File: config.mk
export PLATFORM = sky130hd
export DESIGN_NAME = comparador_secuencial
export DESIGN_NICKNAME = d
export VERILOG_FILES = /design/src/rtl/comparador_pkg.sv /design/src/rtl/celda_serie.sv /design/src/rtl/comparador_secuencial.sv
export SDC_FILE = /design/constraint.sdc
export NUM_CORES = 1
export LEC_CHECK = 0
export CAP_MARGIN = 20
export CORE_UTILIZATION = 50
export CTS_BUF_LIST = sky130_fd_sc_hd__clkbuf_2 sky130_fd_sc_hd__clkbuf_4 sky130_fd_sc_hd__clkbuf_8
export CTS_CLUSTER_SIZE = 20
export DETAILED_ROUTE_END_ITERATION = 8
export GPL_TIMING_DRIVEN = 0
export PLACE_DENSITY = 0.78
export SYNTH_ARGS = -nofsm -noshare
export SYNTH_HDL_FRONTEND = slang
export SYNTH_SLANG_ARGS = --single-unit
File: constraint.sdc
create_clock -name clk -period 2 [get_ports clk]
set_clock_uncertainty 0.15 [all_clocks]
set_input_delay 0.2 -clock clk [delete_from_list [all_inputs] [get_ports clk]]
set_output_delay 0.2 -clock clk [all_outputs]
set_load 0.01 [all_outputs]
File: src/rtl/comparador_pkg.sv
// Shared definitions for the bit-serial magnitude comparator: controller states and P/Q encoding.
package comparador_pkg;

  typedef enum logic [1:0] {
    IDLE    = 2'd0,
    COMPARA = 2'd1,
    FIN     = 2'd2
  } estado_t;

  localparam logic [1:0] PQ_IGUAL = 2'b00;
  localparam logic [1:0] PQ_MAYOR = 2'b10;
  localparam logic [1:0] PQ_MENOR = 2'b01;

endpackage

File: src/rtl/celda_serie.sv
// One comparison cell: once a decision (P/Q != 00) exists it is held, otherwise bit i decides.
module celda_serie
  import comparador_pkg::*;
(
  input  logic p,
  input  logic q,
  input  logic Ai,
  input  logic Bi,
  output logic P,
  output logic Q
);

  always_comb begin
    P = p;
    Q = q;
    if ({p, q} == PQ_IGUAL) begin
      P = Ai & ~Bi;
      Q = ~Ai & Bi;
    end
  end

endmodule

File: src/rtl/comparador_secuencial.sv
// Bit-serial MSB-first unsigned comparator with start/done handshake.
// Optional early exit on first differing bit: define COMPARADOR_SALIDA_TEMPRANA_EN.
module comparador_secuencial
  import comparador_pkg::*;
#(
  parameter int N = 3
) (
  input  logic         clk,
  input  logic         rst,
  input  logic         start,
  input  logic [N-1:0] A,
  input  logic [N-1:0] B,
  output logic         ready,
  output logic         busy,
  output logic         done,
  output logic         Zout,
  output logic         iguales
);

  localparam int IDX_W = (N > 1) ? $clog2(N) : 1;

  estado_t          state;
  logic [N-1:0]     a_reg;
  logic [N-1:0]     b_reg;
  logic [1:0]       pq;
  logic [1:0]       pq_next;
  logic [IDX_W-1:0] idx;
  logic             fin_now;

  celda_serie u_celda (
    .p  (pq[1]),
    .q  (pq[0]),
    .Ai (a_reg[idx]),
    .Bi (b_reg[idx]),
    .P  (pq_next[1]),
    .Q  (pq_next[0])
  );

  // Decision is taken on the cell output so the exit costs no extra cycle.
`ifdef COMPARADOR_SALIDA_TEMPRANA_EN
  assign fin_now = (idx == '0) || (pq_next != PQ_IGUAL);
`else
  assign fin_now = (idx == '0);
`endif

  // Operand capture is pure data and carries no reset.
  always_ff @(posedge clk) begin
    if (state == IDLE && start) begin
      a_reg <= A;
      b_reg <= B;
    end
  end

  always_ff @(posedge clk) begin
    if (rst) begin
      state   <= IDLE;
      ready   <= 1'b1;
      busy    <= 1'b0;
      done    <= 1'b0;
      Zout    <= 1'b0;
      iguales <= 1'b0;
      pq      <= PQ_IGUAL;
      idx     <= '0;
    end else begin
      done <= 1'b0;
      case (state)
        IDLE: begin
          if (start) begin
            pq    <= PQ_IGUAL;
            idx   <= IDX_W'(N - 1);
            state <= COMPARA;
            ready <= 1'b0;
            busy  <= 1'b1;
          end
        end
        COMPARA: begin
          pq <= pq_next;
          if (fin_now) begin
            state   <= FIN;
            busy    <= 1'b0;
            done    <= 1'b1;
            Zout    <= pq_next[1];
            iguales <= ~pq_next[1] & ~pq_next[0];
          end else begin
            idx <= idx - 1'b1;
          end
        end
        FIN: begin
          state <= IDLE;
          ready <= 1'b1;
        end
        default: begin
          state <= IDLE;
          ready <= 1'b1;
          busy  <= 1'b0;
        end
      endcase
    end
  end

endmodule

==> results.cfg <==
[run_status]
status = completed

[logic_synthesis]
synthCells = 58
ys_ff_latch = 17
synth-xor-area-share = 0.0128
synthTopCellsByCount = 11 x dfxtp_1, 7 x nor2_1, 6 x edfxtp_1
synth-compound-area-share = 0.141
seq_area_frac_synth = 0.586
synthArstFlopShare = 0
synthAdderAreaFrac = 0.0183
yosys.area.top_type_share = 0.322
synthSimpleGateAreaFrac = 0.183
syn_avg_cell_area_um2 = 11.8
synth_top_area_cell = dfxtp_1
synth-main-ff-cell = dfxtp_1
synth_area_leaders = dfxtp_1 32%, edfxtp_1 26%, nor2_1 3.8%, a22oi_4 3.1%, nand2_1 2.7%
synth_cell_types = 27
synth_top_family_by_area = simple AND/OR/NAND/NOR gates
synth_edf_count = 6
syn-cell-area_um2 = 683
yosys_warnings = 0
syn_nets = 68
yosysMostFrequentCell = dfxtp_1
synth.area.mux_share = 0.0366

[critical_path]
required_ns = 2.04
critPathMaxFanout = 4
cp_top_family = simple AND/OR/NAND/NOR gates
slowest_stage = dfxtp_1
crit_buf_inv = 1
reg2reg_from = idx[0]
crit_path_end_kind = flip-flop
endpoint = idx[1]
path_cells = inv_1, ha_1, nor3b_1, nor2_1, a221oi_1
crit_type = flip-flop to flip-flop
r2r-end = idx[1]
r2r_slack_ns = 0.26
path_depth = 5
crit_start = idx[0]
max_stage_delay_ns = 0.39
arrival_ns = 1.78
start_kind = flip-flop
reg2regPathDepth = 5

[grt]
grt_pass1_vias = 448
overflow = 0
grt_start_max_net_pins = 11
grt_pass1_wl_um = 1770
antenna_found_initial = 0
track_usage = 0.187

[floorplan]
pin_count = 14
coreArea_mm2 = 0.00119
die_w_um = 39.0
die_area_mm2 = 0.00152
die_y_um = 39.0
row_count = 12
initial_utilization = 0.576

[routing]
wl_per_cell_um = 12.7
routed_wl_um = 1130
drc = 0
dr.pass1.iters = 1
viasPerCell = 5.21
drt_iter0_drc = 0
drtAntennaViolNets = 0
vias = 464

[sta]
post-route-period-util = 0.868
max_freq_ghz = 0.576
slew_viol_final = 0
setup_viol = 0
period_needed_ns = 1.74
rsz0062_at_grt = false
hold_ws_ns = 0.317
hold_viol = 0
tightest_slew_ns = 0.655
relSlewSlack = 0.561

[flow_run]
max_cap_violations = 0

[clocking]
ctsHoldBuffers = 0
cts_buffer_depth = 2
cts_made_buffers = 3
clockRootBuffer = clkbuf_4
clk_latency_ns = 0.28
cts-htree-levels = 1
cts.sinks = 17
cts_setup_buffers = 0
cts_tree = built
path_clk_slew_ns = 0.09

[placed_design]
io_buffer_count = 13
dp.final_hpwl_um = 867
gp_congestion = 0.717

[layout]
num_antenna_cells = 0
regArea_um2 = 400
area_growth_pct = 26.7
nets = 86
multiInputGateArea_um2 = 273
drive_gt1_frac = 0.147
nFillCells = 93

[pwr]
p_total_mw = 0.713
cellPowerDensity_mw_per_mm2 = 823
cellLeakagePower_nw = 0.339
max-vdd-ir-drop_v = 0.000574

[worst_hold_path]
hp-class = flip-flop to flip-flop
-- layout make-up --
class / count / area share
flip-flops and latches: 17 / 0.462
well taps: 14 / 0.0202
clock buffers: 4 / 0.0347
inverters: 3 / 0.0130
repair buffers: 13 / 0.150
multi-input cells: 37 / 0.315
plain buffers: 1 / 0.00434
-- report_power, final --
group	internal, mW	switching, mW	total [mW]
registers	0.385	0.0161	0.401
logic	0.0678	0.0538	0.122
clock network	0.0909	0.0994	0.190
-- worst register-to-register path: stages (launching register included) --
cell,delay [ns]
dfxtp_1,0.39
inv_1,0.12
ha_1,0.24
nor3b_1,0.36
nor2_1,0.13
a221oi_1,0.27
-- worst min-delay path by stage --
stage	start	to	slack [ns]	depth (start not counted)
2_1_floorplan	A[0]	a_reg[0]	0.15	0
3_3_place_gp	Zout	Zout	0.30	2
3_5_place_dp	Zout	Zout	0.31	2
4_1_cts	B[2]	b_reg[2]	0.32	1
5_1_grt	A[1]	a_reg[1]	0.31	1
6_report	Zout	Zout	0.32	2
-- per-stage QoR --
step                TNS, ns  std cells  instance area [µm²]  setup WS (ns)  utilization
floorplan                 0         58                  683          0.312            -
global placement      -1.98         85                  831         -0.312        0.700
detailed placement    -2.57         85                  831         -0.376        0.700
CTS                       0         89                  866          0.283        0.730
global route              0         89                  866          0.127        0.730
finish                    0         89                  866          0.264        0.730
-- placed cells by master, fill, tap and decap left out, types with 2 or more instances in the layout --
cell type,instances
edfxtp_1,6
nor2b_1,2
o21bai_1,2
nor2_1,7
inv_1,3
dfxtp_1,11
nand2_1,5
clkdlybuf4s50_1,13
a21oi_1,2
clkbuf_4,4
-- metal layers --
layer  global-route usage  part of all wire  vias to the layer above
met2                0.333              0.52                       10
met1                0.193              0.43                      209
met4                0.103             0.019                        0
li1                     -                 -                      241
met5                    0                 0                        -
met3               0.0520             0.026                        4
-- what timing repair did --
action | CTS | global route
endpoints found under the setup margin | 2 | 0
gates resized for setup | 1 | 0
hold endpoints to repair | 0 | 0
-- logic make-up after synthesis --
logic type | count (synthesis)
mux | 2
xor+xnor | 1
compound gates | 11
buf+inv | 4
simple gates | 22
flops | 17
fa+ha+maj | 1
Note: power is estimated with default switching activity, not from simulation.
